--- src/rtl/n25q_seq.sv ---
// N25Q command sequencer: turns host READ / PAGE PROGRAM requests into shifter word phases.
// Optional: `define N25Q_SEQ_FAST_READ_EN selects FAST READ (0x0B plus one dummy byte).
module n25q_seq #(
    parameter int unsigned CS_GAP   = 4,
    parameter int unsigned POLL_MAX = 200000
) (
    input  logic        ifclk,
    input  logic        resetb,
    input  logic        cmd_valid,
    output logic        cmd_ready,
    input  logic        cmd_prog,
    input  logic [23:0] cmd_addr,
    input  logic [8:0]  cmd_len,
    input  logic [7:0]  wr_data,
    input  logic        wr_valid,
    output logic        wr_ready,
    output logic [7:0]  rd_data,
    output logic        rd_valid,
    input  logic        rd_ready,
    output logic        done,
    output logic [1:0]  err,
    output logic        csb_req,
    output logic        n25q_write_mode,
    output logic        n25q_read_mode,
    output logic        n25q_write,
    output logic        n25q_read_req,
    output logic [31:0] n25q_len,
    output logic [31:0] n25q_datai,
    input  logic        n25q_rdy,
    input  logic [31:0] n25q_datao
);

    // state    | meaning
    // IDLE     | waiting for a host command
    // WREN     | 1-byte WRITE ENABLE phase
    // CMD      | opcode + address word (plus dummy word for fast read)
    // DATA_W   | packing host bytes into program words
    // DATA_R   | unpacking flash words to the host
    // POLL     | READ STATUS: opcode word, then status byte
    // GAP      | csb high for CS_GAP cycles between phases
    // FINISH   | done pulse, back to IDLE
    typedef enum logic [2:0] {
        S_IDLE, S_WREN, S_CMD, S_DATA_W, S_DATA_R, S_POLL, S_GAP, S_FINISH
    } state_t;

`ifdef N25Q_SEQ_FAST_READ_EN
    localparam logic       FAST  = 1'b1;
    localparam logic [7:0] RD_OP = 8'h0B;
`else
    localparam logic       FAST  = 1'b0;
    localparam logic [7:0] RD_OP = 8'h03;
`endif

    state_t      state, next_state, ret;
    logic [1:0]  step, cmd_last;
    logic        alive, hold, prog, rd_wait;
    logic        sh_idle, len_bad, cmd_acc, wr_acc, rd_acc, poll_done;
    logic [23:0] addr;
    logic [8:0]  len, cnt;
    logic [2:0]  wcnt, rcnt;
    logic [31:0] wbuf, rbuf, gap_cnt, poll_left;

    // the shifter's rdy is not trusted in the cycle right after a pulse
    assign sh_idle   = !hold && n25q_rdy;
    assign len_bad   = (cmd_len == 9'd0) || (cmd_len > 9'd256);
    assign cmd_acc   = cmd_valid && cmd_ready;
    assign wr_acc    = wr_valid && wr_ready;
    assign rd_acc    = rd_valid && rd_ready;
    assign cmd_last  = (FAST && !prog) ? 2'd3 : 2'd1;
    assign poll_done = (state == S_POLL) && (step == 2'd3) && sh_idle;

    always_ff @(posedge ifclk or negedge resetb) begin
        if (!resetb) state <= S_IDLE;
        else         state <= next_state;
    end

    always_comb begin
        next_state = state;
        case (state)
            S_IDLE:   if (cmd_acc) next_state = len_bad ? S_FINISH : (cmd_prog ? S_WREN : S_CMD);
            S_WREN:   if (step == 2'd1 && sh_idle) next_state = S_GAP;
            S_CMD:    if (step == cmd_last && sh_idle) next_state = prog ? S_DATA_W : S_DATA_R;
            S_DATA_W: if (cnt == 9'd0 && wcnt == 3'd0 && sh_idle) next_state = S_GAP;
            S_DATA_R: if (cnt == 9'd0 && !rd_wait && sh_idle) next_state = S_FINISH;
            S_POLL:   if (poll_done)
                          next_state = (!n25q_datao[0] || poll_left == 32'd1) ? S_FINISH : S_GAP;
            S_GAP:    if (gap_cnt == 32'd0) next_state = ret;
            S_FINISH: next_state = S_IDLE;
            default:  next_state = S_IDLE;
        endcase
    end

    always_comb begin
        cmd_ready       = alive && (state == S_IDLE);
        wr_ready        = (state == S_DATA_W) && (wcnt != 3'd4) && (cnt != 9'd0);
        rd_valid        = (state == S_DATA_R) && (rcnt != 3'd0);
        rd_data         = rbuf[7:0];
        done            = (state == S_FINISH);
        csb_req         = 1'b1;
        n25q_write_mode = 1'b0;
        n25q_read_mode  = 1'b0;
        n25q_write      = 1'b0;
        n25q_read_req   = 1'b0;
        n25q_len        = 32'd0;
        n25q_datai      = 32'd0;
        case (state)
            S_WREN: begin
                csb_req         = 1'b0;
                n25q_write_mode = 1'b1;
                n25q_write      = sh_idle && (step == 2'd0);
                n25q_len        = 32'd1;
                n25q_datai      = 32'h0000_0006;
            end
            S_CMD: begin
                csb_req         = 1'b0;
                n25q_write_mode = 1'b1;
                n25q_write      = sh_idle && (step == 2'd0 || step == 2'd2);
                n25q_len        = 32'(len) + (prog ? 32'd4 : 32'd4 + 32'(FAST));
                n25q_datai      = (step < 2'd2) ?
                                  {addr[7:0], addr[15:8], addr[23:16], prog ? 8'h02 : RD_OP} :
                                  32'h0000_00FF;
            end
            S_DATA_W: begin
                csb_req         = 1'b0;
                n25q_write_mode = 1'b1;
                n25q_write      = sh_idle && ((wcnt == 3'd4) || (cnt == 9'd0 && wcnt != 3'd0));
                n25q_len        = 32'(len) + 32'd4;
                n25q_datai      = wbuf;
            end
            S_DATA_R: begin
                csb_req         = 1'b0;
                n25q_read_mode  = 1'b1;
                n25q_read_req   = sh_idle && (rcnt == 3'd0) && !rd_wait && (cnt != 9'd0);
                n25q_len        = 32'(len) + 32'd4 + 32'(FAST);
                n25q_datai      = 32'hFFFF_FFFF;
            end
            S_POLL: begin
                csb_req         = 1'b0;
                n25q_write_mode = (step < 2'd2);
                n25q_read_mode  = (step >= 2'd2);
                n25q_write      = sh_idle && (step == 2'd0);
                n25q_read_req   = sh_idle && (step == 2'd2);
                n25q_len        = 32'd2;
                n25q_datai      = (step < 2'd2) ? 32'h0000_0005 : 32'hFFFF_FFFF;
            end
            default: ;
        endcase
    end

    always_ff @(posedge ifclk or negedge resetb) begin
        if (!resetb) begin
            alive     <= 1'b0;
            hold      <= 1'b0;
            prog      <= 1'b0;
            rd_wait   <= 1'b0;
            addr      <= '0;
            len       <= '0;
            cnt       <= '0;
            wcnt      <= '0;
            rcnt      <= '0;
            wbuf      <= '0;
            rbuf      <= '0;
            gap_cnt   <= '0;
            poll_left <= '0;
            step      <= '0;
            ret       <= S_IDLE;
            err       <= 2'd0;
        end else begin
            alive <= 1'b1;
            hold  <= n25q_write | n25q_read_req;
            if (cmd_acc) begin
                prog    <= cmd_prog;
                addr    <= cmd_addr;
                len     <= cmd_len;
                cnt     <= cmd_len;
                wcnt    <= '0;
                rcnt    <= '0;
                wbuf    <= '0;
                rd_wait <= 1'b0;
                err     <= len_bad ? 2'd1 : 2'd0;
            end
            if (next_state != state)
                step <= '0;
            else if (sh_idle && step != 2'd3 &&
                     (state == S_WREN || state == S_CMD || state == S_POLL))
                step <= step + 2'd1;
            if (wr_acc) begin
                wbuf[{wcnt[1:0], 3'b000} +: 8] <= wr_data;
                wcnt <= wcnt + 3'd1;
                cnt  <= cnt - 9'd1;
            end
            if (state == S_DATA_W && n25q_write) begin
                wbuf <= '0;
                wcnt <= '0;
            end
            if (state == S_DATA_R && n25q_read_req) rd_wait <= 1'b1;
            if (state == S_DATA_R && rd_wait && sh_idle) begin
                rbuf    <= n25q_datao;
                rcnt    <= (cnt > 9'd4) ? 3'd4 : cnt[2:0];
                rd_wait <= 1'b0;
            end
            if (rd_acc) begin
                rbuf <= {8'h00, rbuf[31:8]};
                rcnt <= rcnt - 3'd1;
                cnt  <= cnt - 9'd1;
            end
            if (next_state == S_GAP && state != S_GAP) begin
                gap_cnt <= 32'(CS_GAP - 1);
                ret     <= (state == S_WREN) ? S_CMD : S_POLL;
            end else if (state == S_GAP && gap_cnt != 32'd0) begin
                gap_cnt <= gap_cnt - 32'd1;
            end
            if (state == S_DATA_W && next_state == S_GAP) poll_left <= 32'(POLL_MAX);
            if (poll_done) begin
                poll_left <= poll_left - 32'd1;
                if (n25q_datao[0] && poll_left == 32'd1) err <= 2'd2;
            end
        end
    end

endmodule

--- config.mk ---
export PLATFORM = sky130hd
export DESIGN_NAME = n25q_seq
export DESIGN_NICKNAME = d
export VERILOG_FILES = /design/src/rtl/n25q_seq.sv
export SDC_FILE = /design/constraint.sdc
export NUM_CORES = 1
export LEC_CHECK = 0
export ABC_AREA = 1
export CORE_UTILIZATION = 55
export DETAILED_ROUTE_END_ITERATION = 10
export PLACE_DENSITY = 0.8
export REMOVE_ABC_BUFFERS = 1
export SYNTH_ARGS = -nofsm -noshare
export SYNTH_HDL_FRONTEND = slang
export SYNTH_SLANG_ARGS = --single-unit
--- constraint.sdc ---
create_clock -name ifclk -period 3.1 [get_ports ifclk]
set_input_delay 0.31 -clock ifclk [delete_from_list [all_inputs] [get_ports ifclk]]
set_output_delay 0.31 -clock ifclk [all_outputs]
set_load 0.02 [all_outputs]
==> flow_results.org <==
** Floorplanning
- From bottom edge to top edge, the die measures 142 µm.
- For this configuration, the core starts out at a cell density of 0.569.
- Area of the core :: 19000 µm²
- The floorplan step defined a die boundary enclosing 20200 µm².
- Measured along the x axis, the die boundary spans 142 µm.
- FP Rows :: 50
- During I/O placement, the number of pins put on the boundary was 163.

** Routing
- Overall via count from detail_route :: 10100
- The detail route stage leaves a number of antenna-violating nets equal to 0.
- In the routed design, unresolved DRC markers number 0.
- Wires add up to 27600 µm.
- Routed signal wires occupy layers up through met4.
- Routed met3 length :: 1870 µm
- In the final routed layout, each cell accounts on average for 14.9 µm.
- Wire segments on met2 add up to 12800 µm in the final route.
- 1st-iter DRT viols :: 690
- Metal1 wirelength :: 12500 µm
- Average via count per standard cell :: 5.42
- Pre-antenna DRT Iters :: 5

** Power and ir drop
- Power density cells :: 958 nW/µm²
- Proportion of power drawn by the clock network :: 0.181
- Switch share :: 0.447
- The share of total power dissipated in combinational logic is 0.510.
- Worst supply voltage drop on vdd :: 0.559 mV
- Register share of total power :: 0.309
- Total power for the finished layout comes to 0.0125 W.
- Internal Power :: 0.00691 W
- Switching power summed over all nets :: 0.00558 W
- Standby leakage power :: 6.65 nW

** Logic synthesis
- The synthesized design contains 0 enable-type register cells.
- After synthesis the cells add up to 10800 µm².
- Mapped Cells :: 1449
- Synthesis warning total :: 0
- Proportion of synthesized flip-flops having asynchronous set or reset :: 1.00
- The number of different library cells used by synthesis comes to 52.
- Ys flop type :: sky130_fd_sc_hd__dfrtp_1
- Of the synthesized area, sequential elements account for 0.438.
- Dividing the synthesized area by the synthesized cell count gives 7.45 µm².
- Post-synthesis sequential element count :: 189

** Worst setup path
- In this run the worst path has a maximum fanout of 31.
- Across all register-to-register paths, the minimum setup slack is 0.39 ns.
- Startpoint kind of the worst setup timing path :: flip-flop
- Arrival time of data at the critical path endpoint :: 2.56 ns
- STA classifies the critical path endpoint as a primary output.
- Critical path start-end classification :: flip-flop to primary output
- Data required time at the worst endpoint :: 2.79 ns

** STA
- Setup slack on the critical path of the routed design comes to 0.232 ns.
- Clock skew on the completed layout was measured at 0.0103 ns.
- Final hold violations :: 0
- Counting I/O delays and the setup requirement, the final critical path takes 2.87 ns.
- Final Max Slew Viols :: 0
- Transition time at the pin with the least slew margin :: 0.979 ns
- Setup TNS :: 0 ns
- Dividing the final minimum period by the clock period gives 0.925.
- Setup repair after global routing left no endpoint under its margin.
- Number of setup violations in the final report :: 0
- For this run, the top clock speed supported by timing is 349 MHz.
- Headroom to the max-slew limit :: 0.347

** Layout
- Once layout is complete, the utilization of the core stands at 0.688.
- Antenna Cells :: 0
- The sequential cells in the finished layout cover a total of 4730 µm².
- Area delta synth->final :: 20.8%
- Filler-free cell count of the finished design :: 1856
- The multi-input combinational cells in the finished layout cover a total of 5060 µm².
- The layout has 1565 filler cells.
- Net total in the final layout :: 1681
- Of the cells placed in the final design, the portion with a size suffix greater than 1 is 0.0639.
- Most common cell after layout, fill and taps aside :: sky130_fd_sc_hd__nand2_1
- In the layout the commonest cells are sky130_fd_sc_hd__nand2_1 (359), sky130_fd_sc_hd__dfrtp_1 (189), sky130_fd_sc_hd__nor2_1 (187).

** Placed design
- Before CTS, the worst setup slack after placement is 0.377 ns.
- At the end of routability-driven placement, the weighted congestion stood at 0.862.
- Detail Placement HPWL :: 19500 µm
- IO Port Bufs :: 140
- Placed cell count :: 1822

** Clock network
- The number of clock buffers added by TritonCTS is 17.
- Maximum buffer depth of the clock tree :: 2
- Clock Sink Count :: 189
- TritonCTS built the clock tree.
- At the later pin of the worst-skew pair, clock insertion delay measures 0.44 ns.
- Clock-pin slew was measured on the worst setup and hold paths at 0.08 ns.
- The H-tree generated during clock tree synthesis spans 4 levels.
- CTS placed an instance of sky130_fd_sc_hd__clkbuf_16 at the clock tree root.

** GRT
- Overall track demand over capacity in global routing :: 0.284
- Via count of the first global-routing pass :: 9564
- Total grt overflow :: 0
- Antenna violations before repair :: 0
- Largest net degree at the start of global routing :: 87
- Global-route wire length before repair :: 45900 µm

** Run
- Count of max-cap constraint violations :: 0

** Worst hold path
- The tightest min-delay check is of the input port to flip-flop type.

** Outcome
- Status :: finished clean
## worst max-delay path, stage by stage (launching register included)
cell	delay, ns
sky130_fd_sc_hd__dfrtp_1	0.54
sky130_fd_sc_hd__inv_2	0.16
sky130_fd_sc_hd__nand3_4	0.14
sky130_fd_sc_hd__inv_1	0.09
sky130_fd_sc_hd__a21oi_2	0.12
sky130_fd_sc_hd__buf_4	0.31
sky130_fd_sc_hd__nand3_1	0.14
sky130_fd_sc_hd__clkdlybuf4s50_1	0.62
## through the flow
step / hold slack (ns) / cell area [µm²]
floorplan: 0.0144 / 10500
global placement: 0.415 / 12400
detailed placement: 0.421 / 12400
CTS: 0.396 / 13000
global route: 0.418 / 13000
finish: 0.394 / 13000
## Yosys cell counts (3+ instances only)
| library cell | count | area (µm²) |
|---|---|---|
| sky130_fd_sc_hd__nor2_1 | 190 | 713 |
| sky130_fd_sc_hd__nand2_2 | 5 | 31.3 |
| sky130_fd_sc_hd__inv_2 | 6 | 22.5 |
| sky130_fd_sc_hd__nor3_1 | 28 | 140 |
| sky130_fd_sc_hd__nor2_2 | 4 | 25.0 |
| sky130_fd_sc_hd__a32oi_1 | 13 | 114 |
| sky130_fd_sc_hd__xnor2_1 | 5 | 43.8 |
| sky130_fd_sc_hd__buf_4 | 31 | 233 |
| sky130_fd_sc_hd__o21bai_1 | 3 | 22.5 |
| sky130_fd_sc_hd__a21oi_1 | 37 | 185 |
| sky130_fd_sc_hd__buf_1 | 5 | 18.8 |
| sky130_fd_sc_hd__nand4_1 | 24 | 150 |
| sky130_fd_sc_hd__inv_1 | 176 | 661 |
| sky130_fd_sc_hd__nand3b_1 | 7 | 52.6 |
| sky130_fd_sc_hd__o211ai_1 | 25 | 188 |
| sky130_fd_sc_hd__o22ai_1 | 11 | 68.8 |
| sky130_fd_sc_hd__nand2_1 | 360 | 1350 |
| sky130_fd_sc_hd__ha_1 | 18 | 225 |
| sky130_fd_sc_hd__xor2_1 | 18 | 158 |
| sky130_fd_sc_hd__nor4_1 | 3 | 18.8 |
| sky130_fd_sc_hd__nor2_4 | 5 | 56.3 |
| sky130_fd_sc_hd__o221ai_1 | 4 | 35.0 |
| sky130_fd_sc_hd__nand3_1 | 138 | 691 |
| sky130_fd_sc_hd__a22o_1 | 7 | 61.3 |
| sky130_fd_sc_hd__o21ai_0 | 62 | 310 |
| sky130_fd_sc_hd__buf_2 | 11 | 55.1 |
| sky130_fd_sc_hd__clkbuf_1 | 24 | 90.1 |
| sky130_fd_sc_hd__dfrtp_1 | 189 | 4730 |
| sky130_fd_sc_hd__or2_2 | 7 | 43.8 |
## layout make-up
class,instances,area share
Multi-Input combinational cell,1024,0.388
Sequential cell,189,0.363
Timing Repair Buffer,167,0.126
Inverter,184,0.0530
Clock buffer,17,0.0326
Tap cell,260,0.0249
Clock inverter,15,0.0134
## logic make-up (layout without fill, tap and decap cells)
logic type | count (synthesis) | after routing | share of synthesized area
adders and majority gates | 18 | 18 | 0.0209
AOI/OAI and AO/OA | 176 | 176 | 0.101
xor gates and xnor gates | 23 | 23 | 0.0187
other | 2 | 23 | 0.000696
muxes | 3 | 3 | 0.00290
buffers and inverters | 257 | 383 | 0.103
and+or+nand+nor | 781 | 781 | 0.315
DFF | 189 | 189 | 0.438
## sequential cells by signal (all words and copies together), names as in the netlist
register and flops:
step 2, ret 2, gap_cnt 32, cnt 9, prog 1, state 3
wbuf 32, alive 1, err 2, hold 1, wcnt 3, poll_left 32
rbuf 32, len 9, rcnt 3, rd_wait 1, addr 24
## timing repair
| action | in CTS | in global routing |
|---|---|---|
| setup endpoints to repair | 0 | 12 |
| gates resized for setup | 0 | 3 |
| setup buffers | 0 | 1 |
| hold buffers | 1 | 0 |
| endpoints found under the hold margin | 82 | 0 |
## final timing paths
| check | start | to | cells after the start |
|---|---|---|---|
| max | state[1] | n25q_datai[1] | 7 |
| min | cmd_addr[20] | addr[20] | 3 |
| max reg2reg | rcnt[0] | rcnt[1] | 12 |
| min reg2reg | addr[4] | addr[4] | 2 |
| max in group asynchronous | resetb | wcnt[1] | 3 |
| min in group asynchronous | resetb | cnt[3] | 2 |
## power by group through the flow
stage / registers (W) / logic [W] / clock network [W]
after floorplan: 0.00385 / 0.00406 / 0
after global placement: 0.00385 / 0.00614 / 0
after detailed placement: 0.00389 / 0.00624 / 0
after CTS: 0.00385 / 0.00632 / 0.00228
after global routing: 0.00397 / 0.00706 / 0.00240
final: 0.00386 / 0.00636 / 0.00226
## per-layer routing
layer / vias to the layer above / track usage
met3: 35 / 0.0508
met5: - / 0
met4: 0 / 0.0849
li1: 4907 / -
met1: 4775 / 0.389
met2: 340 / 0.459
(Power assumes the default switching activity.)
